===== config.mk =====
export PLATFORM = sky130hd
export DESIGN_NAME = debug_loader_ctrl
export DESIGN_NICKNAME = d
export VERILOG_FILES = /design/src/rtl/debug_loader_ctrl.sv
export SDC_FILE = /design/constraint.sdc
export NUM_CORES = 1
export LEC_CHECK = 0
export CAP_MARGIN = 20
export CORE_ASPECT_RATIO = 1.2
export CORE_MARGIN = 5
export CORE_UTILIZATION = 45
export CTS_CLUSTER_DIAMETER = 50
export DETAILED_ROUTE_END_ITERATION = 16
export PLACE_DENSITY = 0.68
export SLEW_MARGIN = 20
export SYNTH_ARGS = -nofsm -noshare
export SYNTH_HDL_FRONTEND = slang
export SYNTH_SLANG_ARGS = --single-unit

===== constraint.sdc =====
create_clock -name i_clk -period 8.4 [get_ports i_clk]
set_input_delay 2.52 -clock i_clk [delete_from_list [all_inputs] [get_ports i_clk]]
set_output_delay 2.52 -clock i_clk [all_outputs]
set_load 0.02 [all_outputs]

===== src/rtl/debug_loader_ctrl.sv =====
// UART debug loader: fills instruction memory from a byte stream, runs or steps
// the CPU, then reports the captured PC back over UART as four MSB-first bytes.
module debug_loader_ctrl #(
  parameter int unsigned          NB_ADDR   = 32,
  parameter int unsigned          NB_INST   = 32,
  parameter int unsigned          DBIT      = 8,
  parameter logic [NB_INST-1:0]   HALT_INST = NB_INST'(32'hFFFFFFFF)
) (
  input  logic               i_clk,
  input  logic               i_reset,
  input  logic [DBIT-1:0]    i_rx_data,
  input  logic               i_rx_done,
  input  logic               i_tx_done,
  input  logic               i_cpu_halt,
  input  logic [NB_ADDR-1:0] i_pc,
  output logic [DBIT-1:0]    o_tx_data,
  output logic               o_wr_uart,
  output logic [NB_ADDR-1:0] o_imem_addr,
  output logic [NB_INST-1:0] o_imem_data,
  output logic               o_imem_we,
  output logic               o_cpu_enable,
  output logic               o_busy
);

  localparam int unsigned PCW = 4 * DBIT;
  localparam int unsigned WRW = NB_INST - DBIT;

  localparam logic [DBIT-1:0] CMD_LOAD = DBIT'(8'h4C);
  localparam logic [DBIT-1:0] CMD_RUN  = DBIT'(8'h43);
  localparam logic [DBIT-1:0] CMD_STEP = DBIT'(8'h53);

  typedef enum logic [2:0] {IDLE, LOAD, WRITE, RUN, STEP, SEND} state_t;

  state_t             state;
  logic               loaded;
  logic [NB_ADDR-1:0] addr_cnt;
  logic [1:0]         byte_cnt;
  logic [WRW-1:0]     word;     // first three bytes of the word being assembled
  logic [PCW-1:0]     pc_buf;
  logic [1:0]         tx_cnt;
  logic               tx_wait;

  always_ff @(posedge i_clk or posedge i_reset) begin
    if (i_reset) begin
      state        <= IDLE;
      loaded       <= 1'b0;
      addr_cnt     <= '0;
      byte_cnt     <= '0;
      word         <= '0;
      pc_buf       <= '0;
      tx_cnt       <= '0;
      tx_wait      <= 1'b0;
      o_tx_data    <= '0;
      o_wr_uart    <= 1'b0;
      o_imem_addr  <= '0;
      o_imem_data  <= '0;
      o_imem_we    <= 1'b0;
      o_cpu_enable <= 1'b0;
      o_busy       <= 1'b0;
    end else begin
      o_imem_we <= 1'b0;
      o_wr_uart <= 1'b0;
      case (state)
        IDLE: begin
          if (i_rx_done) begin
            if (i_rx_data == CMD_LOAD) begin
              state    <= LOAD;
              o_busy   <= 1'b1;
              addr_cnt <= '0;
              byte_cnt <= '0;
              loaded   <= 1'b0;
            end else if (i_rx_data == CMD_RUN && loaded) begin
              state        <= RUN;
              o_busy       <= 1'b1;
              o_cpu_enable <= 1'b1;
            end else if (i_rx_data == CMD_STEP && loaded) begin
              o_busy <= 1'b1;
              // An already-halted CPU is not stepped; just report its PC
              if (i_cpu_halt) begin
                state   <= SEND;
                pc_buf  <= PCW'(i_pc);
                tx_cnt  <= '0;
                tx_wait <= 1'b0;
              end else begin
                state        <= STEP;
                o_cpu_enable <= 1'b1;
              end
            end
          end
        end
        LOAD: begin
          if (i_rx_done) begin
            if (byte_cnt == 2'd3) begin
              state       <= WRITE;
              o_imem_we   <= 1'b1;
              o_imem_addr <= addr_cnt;
              o_imem_data <= {word, i_rx_data};
              byte_cnt    <= '0;
            end else begin
              word     <= {word[WRW-DBIT-1:0], i_rx_data};
              byte_cnt <= byte_cnt + 2'd1;
            end
          end
        end
        WRITE: begin
          addr_cnt <= addr_cnt + NB_ADDR'(4);
          if (o_imem_data == HALT_INST) begin
            loaded <= 1'b1;
            state  <= IDLE;
            o_busy <= 1'b0;
          end else begin
            state <= LOAD;
          end
        end
        RUN: begin
          if (i_cpu_halt) begin
            o_cpu_enable <= 1'b0;
            state        <= SEND;
            pc_buf       <= PCW'(i_pc);
            tx_cnt       <= '0;
            tx_wait      <= 1'b0;
          end
        end
        STEP: begin
          o_cpu_enable <= 1'b0;
          state        <= SEND;
          pc_buf       <= PCW'(i_pc);
          tx_cnt       <= '0;
          tx_wait      <= 1'b0;
        end
        SEND: begin
          // Strobe one byte, then hold it until the transmitter reports done
          if (!tx_wait) begin
            o_tx_data <= pc_buf[PCW-1 -: DBIT];
            o_wr_uart <= 1'b1;
            tx_wait   <= 1'b1;
            pc_buf    <= pc_buf << DBIT;
          end else if (i_tx_done) begin
            tx_wait <= 1'b0;
            if (tx_cnt == 2'd3) begin
              state  <= IDLE;
              o_busy <= 1'b0;
            end else begin
              tx_cnt <= tx_cnt + 2'd1;
            end
          end
        end
        default: begin
          state  <= IDLE;
          o_busy <= 1'b0;
        end
      endcase
    end
  end

endmodule


# Yosys cells after proc, flatten, opt, wreduce, memory -nomap -nowiden
# Cells that the tools add are included.
[totals]
reg_bits = 173
out_inout_bits = 76
wordCells = 139
inputBits = 45
[op_classes]
add_sub_neg = 3
muxes = 70
n_eq_ne = 28
n_reduce_logical = 20
bitwise = 3
[op_table]
columns = ["cell", "count"]
rows = [
  ["$mux 32", 8],
  ["$pmux 32 s4", 1],
  ["$pmux 32 s2", 1],
  ["$add 32x3->32 const B", 1],
  ["$eq 32x32->1 const B", 1],
  ["$mux 1", 31],
  ["$mux 3", 10],
  ["$ne 2x2->1 const B", 14],
  ["$eq 8x7->1 const B", 3],
  ["$mux 2", 12],
  ["$pmux 3 s6", 1],
  ["$reduce_and 8->1", 2],
  ["$reduce_and 6->1", 2],
  ["$reduce_and 3->1", 3],
  ["$pmux 1 s4", 2],
  ["$pmux 2 s4", 1],
  ["$reduce_and 4->1", 2],
  ["$reduce_and 7->1", 1],
  ["$eq 3x2->1 const B", 2],
  ["$eq 3x3->1 const B", 2],
  ["$ne 3x3->1 const B", 2],
  ["$reduce_and 5->1", 1],
  ["$add 2x1->2 const B", 2],
  ["$eq 2x2->1 const B", 2],
  ["13 further kinds", 17],
]

# Longest topological paths before layout
# Gate-level depths: netlist of run 1.
[logic_depth]
word_depth = 7
mapped_depth = 8
depth_no_buf = 6

# Least setup slack after synthesis of run 1
# Ideal clock, no wire load.
[synth_timing]
kind = "input -> register"
from = "input port i_rx_data[4]"
to = "register addr_cnt[3]"
setup_ns = 0.122
slack_ns = 4.544
arrival_time_ns = 3.734
path_buffers = 0
path_stages = 4
required_ns = 8.278
path_cell_list = "nor4b_4 > a21oi_2 > or4_4 > a32o_1"
[synth_via]
elab_chain_cells = 3
[synth_lines]
columns = ["element", "line_no", "text"]
rows = [
  ["start, declared", "11", "input logic [DBIT-1:0] i_rx_data,"],
  ["$eq 8x7->1", "66", "if (i_rx_data == CMD_LOAD) begin"],
  ["$ne 2x2->1 (no line)", "--", ""],
  ["$reduce_and 3->1 (no line)", "--", ""],
  ["end signal, assigned", "106", "addr_cnt <= addr_cnt + NB_ADDR'(4);"],
  ["end, declared", "36", "logic [NB_ADDR-1:0] addr_cnt;"],
]
# Every way passes these cells.
# A chain may end at the register's enable or synchronous reset.

# Final worst setup path of run 1
[layout_timing]
from = "input port i_rx_done"
to = "register o_imem_data[7]"
[layout_via]
elab_chain_cells = 1
[layout_lines]
columns = ["element", "line_no", "text"]
rows = [
  ["start, declared", "12", "input logic i_rx_done,"],
  ["$reduce_and 3->1 (no line)", "--", ""],
  ["end signal, assigned", "97", "o_imem_data <= {word, i_rx_data};"],
  ["end, declared", "19", "output logic [NB_INST-1:0] o_imem_data,"],
]
# Every way passes these cells.

==> metrics.md, run 1 <==
| Metric | Value |
|---|---|
| CP required | 8710 ps |
| Fmax | 216 MHz |
| Leakage power | 4.14 nW |
| Max Slew Vio Count | 0 |
| Slowest stage delay, CP | 540 ps |
| Core region area | 16,300 sq um |
| R2r worst-path depth | 5 |
| Final WL | 16,400 um |
| Min-delay worst type | reg2reg |
| RSZ-0062 raised after global routing | no |
| N_diodes | 0 |
| Fin nets | 785 |
| Most common cell after layout, fill and taps aside | dfrtp_1 |
| FF-to-FF End | o_imem_data[7]$_DFFE_PP0P_ |
| Synth area leader | dfrtp_1 |
| Fraction of registers with async set/reset | 1.00 |
| Post-Syn Instances | 626 |
| Distinct cells, synth | 60 |
| Top_reg_cell synth | dfrtp_1 |
| CP top delay family | buffers and inverters |
| Fill cells | 1,405 |
| Die Width | 128 um |
| CP Data Arrival Time | 4940 ps |
| Least-Margin Pin Slew | 971 ps |
| Num rows | 51 |
| Startpoint types | input pin |
| Endpoints failing hold | 0 |
| First-pass GRT wire length | 27,200 um |
| Worst-Skew Late Latency | 430 ps |
| Largest net degree at the start of global routing | 109 |
| Total gr overflow | 0 |
| CTS clk-pin slew, worst paths | 70 ps |
| Cell area after synthesis | 7500 sq um |
| Setup slack, reg-to-reg | 5760 ps |
| Seq/Total Area, Yosys | 0.564 |
| Post-CTS Hold Fix Bufs | 0 |
| Clock sink total | 169 |
| Synth top area share | 0.564 |
| Post-CTS setup buffer count | 0 |
| Worst-path cell chain | clkdlybuf4s50_1 -> nor2b_1 -> and2_1 -> nand2_2 -> buf_4 -> mux2_2 |
| Root Buffer | clkbuf_16 |
| Hpwl dp | 11,400 um |
| FF-to-FF Start | state[2]$_DFFE_PP0P_ |
| Slew margin rel. | 0.351 |
| Drt wl/cell | 17.0 um |
| Max IR drop VDD | 0.222 mV |
| WS Path Type | in2reg |
| RePlAce Congestion | 0.862 |
| Share of cells above drive strength 1 | 0.238 |
| Antenna violations before repair | 0 |
| Area growth, synth to finish | 25.5% |
| Worst Hold Path EP | o_imem_addr[30]$_DFFE_PP0P_ |
| Routed vias | 5,188 |
| Bufs and invs on worst path | 2 |
| Initial drt markers | 335 |
| CTS resizes | 0 |
| IO buf count | 118 |
| Setup_tns | 0 ps |
| GRT Resource Usage Total | 0.176 |
| Yosys reg bits | 169 |
| First-pass iteration count of the detailed router | 5 |
| Main area contributors after synthesis | dfrtp_1 (56%), mux2_2 (14%), nand2_1 (4.0%), nor4_2 (2.3%), xnor2_1 (2.2%) |
| Number of synthesized flops with an enable pin | 0 |
| Largest fanout on the critical path | 35 |
| Final Skew | 8.79 ps |
| Syn. warnings | 0 |
| Nature of the critical path endpoint | flip-flop |
| H-tree depth | 4 |
| CP Depth | 6 |
| CTS tree | done |
| Hold_sp | o_imem_addr[30]$_DFFE_PP0P_ |
| Die ar. | 19,400 sq um |
| Run status | finished clean |
| Starting density of the core | 0.459 |
| Crit path time final | 4630 ps |
| Vias per cell | 5.40 |
| Final-report setup violation count | 0 |
| Pwr dens | 285 nW/um^2 |
| Antenna viol nets, final | 0 |
| Max Cap Violations | 0 |
| Largest buffer count on any clock path | 2 |
| CTS Buf Count | 17 |
| Most frequent cells in the layout | dfrtp_1 (169), clkdlybuf4s50_1 (118), mux2_2 (91), nand2_1 (78), nor2_1 (40) |
| CP max stage cell | nand2_2 |
| Die H | 151 um |
| Vias in the first global route | 5,342 |
| Cells after DPL | 929 |
| Final Non-Filler Cells | 961 |
| DRC errors left | 0 |
| Fin crit share | 0.551 |
| Hold depth | 2 |
| Avg Cell Area, Syn | 12.0 sq um |
| I/O pin total | 121 |
-- cells in the mapped netlist, drive strengths merged, types with 4 or more instances --
library cell	count
nor4	17
nand4	16
a21oi	11
nor3	7
dfrtp	169
nor2	58
inv	11
a22o	9
nand2	79
nand3	15
a31o	5
o21ai	9
mux2	91
xnor2	19
buf	28
clkbuf	6
a21o	4
a31oi	26
-- area by class of cell --
class	instances	area [sq um]	share of cell area
clock buffer	17	425	0.0452
clock inverter	14	120	0.0128
inverter	11	46.3	0.00492
multi-input combinational	413	3070	0.326
sequential	169	4230	0.450
tap	212	265	0.0282
timing repair buffer	125	1250	0.133
-- layer usage --
| layer | routed length [um] | share of wire | global-route usage |
|---|---|---|---|
| met1 | 7100 | 0.43 | 0.225 |
| met5 | 0 | 0 | 0 |
| met2 | 8270 | 0.51 | 0.287 |
| met4 | 210 | 0.013 | 0.0568 |
| met3 | 790 | 0.048 | 0.0536 |
-- how the worst max path moves through the flow --
| stage | slack, ps | to | start |
|---|---|---|---|
| 6_report | 3770 | o_imem_data[7]$_DFFE_PP0P_ | i_rx_done |
| 5_1_grt | 3650 | o_imem_data[22]$_DFFE_PP0P_ | i_rx_done |
| 4_1_cts | 3770 | o_imem_data[26]$_DFFE_PP0P_ | i_rx_done |
| 3_5_place_dp | 3310 | o_imem_data[11]$_DFFE_PP0P_ | i_rx_done |
| 3_3_place_gp | 3390 | o_imem_data[31]$_DFFE_PP0P_ | i_rx_done |
| 2_1_floorplan | 1300 | addr_cnt[10]$_DFFE_PP0P_ | i_reset |
-- tightest hold or removal path, stage by stage (launching register included) --
cell and delay (ps):
dfrtp_1 340, nand2_1 50, o21ai_0 60
-- kinds of logic (layout without fill, tap and decap cells) --
family	count (synthesis)	after routing	synth area share
xor+xnor	19	19	0.0222
fa+ha+maj	3	3	0.00501
compound gates	79	79	0.0734
buf+inv	45	167	0.0309
mux	93	93	0.139
other cells	1	2	0.000500
flops	169	169	0.564
simple gates	217	217	0.165
-- through the flow --
stage	instance area, sq um	setup WS [ps]	hold slack (ps)	total power, mW	utilization
floorplan	7500	1300	460	1.68	-
global placement	8830	3390	468	1.93	0.540
detailed placement	8830	3310	469	1.97	0.541
CTS	9380	3770	483	2.70	0.574
global route	9410	3650	515	2.83	0.576
finish	9410	3770	477	2.68	0.576
-- sequential cells by signal, indices dropped and copies added, names as in the netlist --
name          cells
o_imem_data      32
pc_buf           32
addr_cnt         30
o_imem_addr      30
word             24
o_tx_data         8
state             3
byte_cnt          2
tx_cnt            2
loaded            1
o_busy            1
o_cpu_enable      1
o_imem_we         1
o_wr_uart         1
tx_wait           1
-- report_power, final --
| group | leakage (nW) | total [mW] | internal (mW) | switching (mW) |
|---|---|---|---|---|
| Sequential | 2.19 | 1.19 | 1.03 | 0.156 |
| Clock | 0.260 | 0.724 | 0.384 | 0.340 |
| Combinational | 1.70 | 0.764 | 0.375 | 0.389 |
| Total | 4.14 | 2.68 | 1.79 | 0.885 |
No activity file was read; power rests on OpenSTA's default activity.
==> inputs of run 2 (changes only) <==
Clock period 8.4 ns to 4.29 ns, I/O delays scaled along.
==> run 2 against run 1 <==
  * Core utilization is 1.0 points higher
  * Critical path depth is 1 higher
  * Worst setup slack worse by 2600 ps
  * Flip-flop and latch count stayed put
  * Cell count is 0.62% higher
  * Largest power group unchanged
==> metrics.md, run 2 (synthesized netlist as in run 1, its figures left out) <==
| Metric | Value |
|---|---|
| P_sw | 1.69 mW (was 0.885 mW) |
| Min-delay worst type | reg2reg (unchanged) |
| Starting density of the core | 0.459 (unchanged) |
| CP max stage cell | clkdlybuf4s50_1 (was nand2_2) |
| Final Skew | 5.97 ps (was 8.79 ps) |
| Logic pwr share | 0.274 (was 0.285) |
| Worst-path cell chain | clkdlybuf4s50_1 -> nor3b_1 -> a41oi_1 -> a221oi_4 -> buf_4 -> nor2_1 -> a31oi_1 (was clkdlybuf4s50_1 -> nor2b_1 -> and2_1 -> nand2_2 -> buf_4 -> mux2_2) |
| CTS tree | done (unchanged) |
| P_int | 3.83 mW (was 1.79 mW) |
| Vias per cell | 5.37 (was 5.40) |
| Vias in the first global route | 5,500 (was 5,342) |
| Final-report setup violation count | 0 (unchanged) |
| Hpwl dp | 11,800 um (was 11,400 um) |
| DRC errors left | 0 (unchanged) |
| Most common cell after layout, fill and taps aside | dfrtp_1 (unchanged) |
| Antenna violations before repair | 0 (unchanged) |
| Die H | 151 um (unchanged) |
| Fin nets | 790 (was 785) |
| Pwr dens | 576 nW/um^2 (was 285 nW/um^2) |
| First-pass iteration count of the detailed router | 7 (was 5) |
| Fmax | 317 MHz |
| Num rows | 51 (unchanged) |
| Area growth, synth to finish | 27.7% (was 25.5%) |
| Die Width | 128 um (unchanged) |
| Largest fanout on the critical path | 48 (was 35) |
| Net Sw Frac | 0.306 (was 0.331) |
| Final total power | 5.51 mW (was 2.68 mW) |
| CTS clk-pin slew, worst paths | 60 ps (was 70 ps) |
| Max Slew Vio Count | 0 (unchanged) |
| Routed vias | 5,197 (was 5,188) |
| Leakage power | 4.24 nW (was 4.14 nW) |
| RSZ-0062 raised after global routing | no (unchanged) |
| N_diodes | 0 (unchanged) |
| Share of cells above drive strength 1 | 0.242 (was 0.238) |
| Largest net degree at the start of global routing | 67 (was 109) |
| Die ar. | 19,400 sq um (unchanged) |
| Seq pwr share | 0.422 (was 0.444) |
| IO buf count | 118 (unchanged) |
| CP Data Arrival Time | 3480 ps (was 4940 ps) |
| Setup_tns | 0 ps (unchanged) |
| Crit path time final | 3150 ps |
| Max IR drop VDD | 0.346 mV (was 0.222 mV) |
| Clock Power Share | 0.304 (was 0.271) |
| Total gr overflow | 0 (unchanged) |
| Max Cap Violations | 0 (unchanged) |
| GRT Resource Usage Total | 0.178 (was 0.176) |
| Final WL | 16,500 um (was 16,400 um) |
| WS Path Type | in2reg (unchanged) |
| Nature of the critical path endpoint | flip-flop (unchanged) |
| Most frequent cells in the layout | dfrtp_1 (169), clkdlybuf4s50_1 (118), mux2_2 (91), nand2_1 (78), nor2_1 (40) (unchanged) |
| CP required | 4620 ps (was 8710 ps) |
| Bufs and invs on worst path | 2 (unchanged) |
| Fin crit share | 0.735 |
| Drt wl/cell | 17.0 um (about the same) |
| Worst-Skew Late Latency | 430 ps (about the same) |
| Root Buffer | clkbuf_16 (unchanged) |
| Startpoint types | input pin (unchanged) |
| Setup slack after layout | 1140 ps (was 3770 ps) |
| Largest buffer count on any clock path | 2 (unchanged) |
| Biggest regs | o_imem_data (32), pc_buf (32) (unchanged) |
| Endpoints failing hold | 0 (unchanged) |
| Run status | finished clean (unchanged) |
| Clock sink total | 169 (unchanged) |
| Pre-CTS WS | 763 ps (was 3310 ps) |
| Post-CTS Hold Fix Bufs | 0 (unchanged) |
| RePlAce Congestion | 0.872 (was 0.862) |
| H-tree depth | 4 (unchanged) |
| Least-Margin Pin Slew | 1020 ps (was 971 ps) |
| Post-route cell area | 9570 sq um (was 9410 sq um) |
| Placed Area | 8920 sq um (was 8830 sq um) |
| First-pass GRT wire length | 27,400 um (was 27,200 um) |
| Core region area | 16,300 sq um (unchanged) |
| Slew margin rel. | 0.317 (was 0.351) |
| CP top delay family | buffers and inverters (unchanged) |
| CTS Buf Count | 17 (unchanged) |
| Slowest stage delay, CP | 520 ps (was 540 ps) |
| Initial drt markers | 339 (was 335) |
| CTS resizes | 0 (unchanged) |
| Antenna viol nets, final | 0 (unchanged) |
| I/O pin total | 121 (unchanged) |
| Post-CTS setup buffer count | 0 (unchanged) |
==> run 2: worst reg2reg max path: stages (launching register included) <==
cell	delay (ps)
dfrtp_1	540
inv_1	170
nand3_1	720
nor2_2	680
mux2_2	400
==> run 2: power groups by stage <==
stage | logic, mW | registers, mW | clock network (mW)
floorplan | 0.895 | 2.40 | 0
finish | 1.51 | 2.33 | 1.68
global placement | 1.46 | 2.33 | 0
detailed placement | 1.52 | 2.35 | 0
CTS | 1.53 | 2.33 | 1.71
global route | 1.66 | 2.38 | 1.79
==> run 2: layout make-up <==
type | instances | area [sq um]
repair buffers | 130 | 1320
multi-input cells | 413 | 3060
clock inverters | 12 | 195
flip-flops and latches | 169 | 4230
inverters | 11 | 45.0
clock buffers | 20 | 457
fillers | 1390 | 6760
well taps | 212 | 265
==> run 2: routing by layer <==
metal	GRT usage	wire (um)	up-vias
met4	0.0663	313	0
met1	0.212	6760	2573
met5	0	0	-
li1	-	-	2456
met2	0.305	8510	137
met3	0.0550	869	31
==> run 2: worst paths after layout <==
| check | from | to | slack [ps] | depth (start not counted) |
|---|---|---|---|---|
| min in group asynchronous | i_reset | o_imem_we$_DFF_PP0_ | 1420 | 2 |
| max reg2reg | state[1]$_DFFE_PP0P_ | o_tx_data[2]$_DFFE_PP0P_ | 1650 | 4 |
| min reg2reg | o_imem_addr[31]$_DFFE_PP0P_ | o_imem_addr[31]$_DFFE_PP0P_ | 480 | 2 |
| max in group asynchronous | i_reset | pc_buf[3]$_DFFE_PP0P_ | 2050 | 3 |
| min | o_imem_addr[31]$_DFFE_PP0P_ | o_imem_addr[31]$_DFFE_PP0P_ | 480 | 2 |
| max | i_rx_data[5] | pc_buf[8]$_DFFE_PP0P_ | 1140 | 7 |
==> run 2: metrics by stage <==
stage,hold slack (ps),utilization,instances
floorplan,460,-,627
global placement,465,0.546,935
detailed placement,471,0.546,935
CTS,485,0.586,967
global route,501,0.586,967
finish,481,0.586,967
==> inputs of run 3 (changes only) <==
Clock period 4.29 ns to 3.15 ns, I/O delays scaled along.
==> run 3 against run 2 <==
  * Via count rose by 0.58%
  * Sequential power rose by 36%
  * Total power rose by 29%
  * Worst hold slack improved by 8.6 ps
  * First-iteration DRC count fell by 10%
  * Wire length fell by 0.43%
  * Combinational power rose by 40%
  * Register-to-register slack got worse by 580 ps
  * Flip-flop and latch count did not move
==> metrics.md, run 3 (synthesized netlist as in run 1, its figures left out) <==
| Metric | Value |
|---|---|
| Post-CTS setup buffer count | 0 (unchanged) |
| Pwr dens | 750 nW/um^2 (was 576 nW/um^2) |
| Wire length on met3 | 756 um (was 869 um) |
| Endpoints failing hold | 0 (unchanged) |
| Net Sw Frac | 0.320 (was 0.306) |
| Startpoint types | input pin (unchanged) |
| Leakage power | 4.20 nW (was 4.24 nW) |
| Die Width | 128 um (unchanged) |
| Logic pwr share | 0.296 (was 0.274) |
| Fill cells | 1,410 (was 1,390) |
| Area growth, synth to finish | 26.8% (was 27.7%) |
| Drt wl/cell | 16.8 um (was 17.0 um) |
| Max Used Layer | met4 (unchanged) |
| Core occupancy in the finished layout | 0.582 (was 0.586) |
| Largest net degree at the start of global routing | 79 (was 67) |
| Final Non-Filler Cells | 973 (was 967) |
| Most frequent cells in the layout | dfrtp_1 (169), clkdlybuf4s50_1 (118), mux2_2 (91), nand2_1 (78), nor2_1 (40) (unchanged) |
| RePlAce Congestion | 0.870 (was 0.872) |
| Total gr overflow | 0 (unchanged) |
| P_int | 4.85 mW (was 3.83 mW) |
| Num rows | 51 (unchanged) |
| Clock Power Share | 0.259 (was 0.304) |
| I/O pin total | 121 (unchanged) |
| Max IR drop VDD | 0.453 mV (was 0.346 mV) |
| Fin crit share | 0.843 |
| P_sw | 2.28 mW (was 1.69 mW) |
| Cells after DPL | 942 (was 935) |
| Max Cap Violations | 0 (unchanged) |
| Largest buffer count on any clock path | 2 (unchanged) |
| Biggest regs | o_imem_data (32), pc_buf (32) (unchanged) |
| Crit path time final | 2650 ps |
| FF-to-FF Start | state[1]$_DFFE_PP0P_ (unchanged) |
| Final Skew | 10.7 ps (was 5.97 ps) |
| Setup_tns | 0 ps (unchanged) |
| Fin nets | 797 (was 790) |
| Routed vias | 5,227 (was 5,197) |
| WS Path Type | in2reg (unchanged) |
| Clock sink total | 169 (unchanged) |
| Antenna violations before repair | 0 (unchanged) |
| Worst Hold Path EP | o_imem_addr[30]$_DFFE_PP0P_ (was o_imem_addr[31]$_DFFE_PP0P_) |
| Vias in the first global route | 5,594 (was 5,500) |
| Initial drt markers | 305 (was 339) |
| CTS tree | done (unchanged) |
| CTS resizes | 0 (unchanged) |
| Seq pwr share | 0.445 (was 0.422) |
| CTS clk-pin slew, worst paths | 60 ps (about the same) |
| Max Slew Vio Count | 0 (unchanged) |
| Vias per cell | 5.37 (about the same) |
| Register area | 4230 sq um (unchanged) |
| Least-Margin Pin Slew | 527 ps (was 1020 ps) |
| Final WL | 16,400 um (was 16,500 um) |
| Met2 wire len | 8520 um (was 8510 um) |
| Hpwl dp | 11,800 um (about the same) |
| RSZ-0062 raised after global routing | no (unchanged) |
| Wl on met1 | 6770 um (was 6760 um) |
| Share of cells above drive strength 1 | 0.243 (was 0.242) |
| Slew margin rel. | 0.646 (was 0.317) |
| Worst-Skew Late Latency | 420 ps (was 430 ps) |
| Final-report setup violation count | 0 (unchanged) |
| FF-to-FF End | addr_cnt[6]$_DFFE_PP0P_ (was o_tx_data[2]$_DFFE_PP0P_) |
| Root Buffer | clkbuf_16 (unchanged) |
| Setup slack, reg-to-reg | 1070 ps (was 1650 ps) |
| Multi-input logic area | 3060 sq um (unchanged) |
| DRC errors left | 0 (unchanged) |
| Largest fanout on the critical path | 8 (was 48) |
| R2r worst-path depth | 4 (unchanged) |
| GRT Resource Usage Total | 0.179 (was 0.178) |
| CP Data Arrival Time | 2960 ps (was 3480 ps) |
| H-tree depth | 4 (unchanged) |
| Post-route cell area | 9510 sq um (was 9570 sq um) |
| Final total power | 7.13 mW (was 5.51 mW) |
| Starting density of the core | 0.459 (unchanged) |
| Die H | 151 um (unchanged) |
| Placed Area | 8990 sq um (was 8920 sq um) |
| First-pass GRT wire length | 27,600 um (was 27,400 um) |
| Run status | finished clean (unchanged) |
| Post-CTS Hold Fix Bufs | 0 (unchanged) |
| CTS Buf Count | 17 (unchanged) |
| Die ar. | 19,400 sq um (unchanged) |
| Fmax | 377 MHz |
| Hold depth | 2 (unchanged) |
| Nature of the critical path endpoint | flip-flop (unchanged) |
| CP required | 3450 ps (was 4620 ps) |
| IO buf count | 118 (unchanged) |
| N_diodes | 0 (unchanged) |
| Min-delay worst type | reg2reg (unchanged) |
| First-pass iteration count of the detailed router | 4 (was 7) |
| Antenna viol nets, final | 0 (unchanged) |
| Core region area | 16,300 sq um (unchanged) |
| Hold_sp | o_imem_addr[30]$_DFFE_PP0P_ (was o_imem_addr[31]$_DFFE_PP0P_) |
| Most common cell after layout, fill and taps aside | dfrtp_1 (unchanged) |
==> run 3: cell types whose count changed in the layout (fill, tap and decap cells not counted) <==
cell        previous run  this run
buf_4                  8        14
buf_12                 4         5
inv_6                  1         0
clkinv_2               4         3
clkinvlp_4             2         4
clkbuf_1               1         5
bufinv_16              5         0
==> run 3: per-stage QoR <==
step / setup WS, ps / hold slack [ps]
6_report: 495 / 490
5_1_grt: 397 / 501
4_1_cts: 541 / 493
3_5_place_dp: 94.0 / 479
3_3_place_gp: 152 / 463
2_1_floorplan: 50.3 / 460
==> run 3: worst max-delay path by stage <==
| stage | start | endpoint | slack, ps | cells after the start |
|---|---|---|---|---|
| floorplan | i_reset | addr_cnt[10]$_DFFE_PP0P_ | 50 | 1 |
| global route | i_rx_data[5] | pc_buf[28]$_DFFE_PP0P_ | 400 | 7 |
| finish | i_rx_data[5] | pc_buf[3]$_DFFE_PP0P_ | 500 | 6 |
| detailed placement | i_rx_data[5] | pc_buf[2]$_DFFE_PP0P_ | 90 | 6 |
| CTS | i_rx_data[5] | pc_buf[2]$_DFFE_PP0P_ | 540 | 6 |
| global placement | i_rx_data[5] | pc_buf[0]$_DFFE_PP0P_ | 150 | 6 |
==> run 3: power groups by stage <==
stage / Combinational [mW] / Sequential [mW] / Clock [mW]
after floorplan: 1.22 / 3.27 / 0
after global placement: 2.03 / 3.17 / 0
after detailed placement: 2.12 / 3.20 / 0
after CTS: 2.14 / 3.17 / 1.89
after global routing: 2.32 / 3.25 / 1.98
final: 2.11 / 3.17 / 1.85
==> run 3: worst max-delay path, cell delays in order <==
cell and delay (ps):
clkdlybuf4s50_1 490, nor3b_1 450, a41oi_1 290, a21o_1 260
a21o_1 250, a22o_1 260
==> run 3: area by class of cell <==
| class | instances | area share |
|---|---|---|
| Clock buffer | 24 | 0.0496 |
| Clock inverter | 7 | 0.00487 |
| Inverter | 11 | 0.00474 |
| Multi-Input combinational cell | 413 | 0.322 |
| Sequential cell | 169 | 0.445 |
| Tap cell | 212 | 0.0279 |
| Timing Repair Buffer | 137 | 0.146 |
==> run 3: metal layers <==
metal | vias up | global-route usage
li1 | 2464 | -
met5 | - | 0
met3 | 24 | 0.0413
met1 | 2629 | 0.219
met2 | 110 | 0.306
met4 | 0 | 0.0695
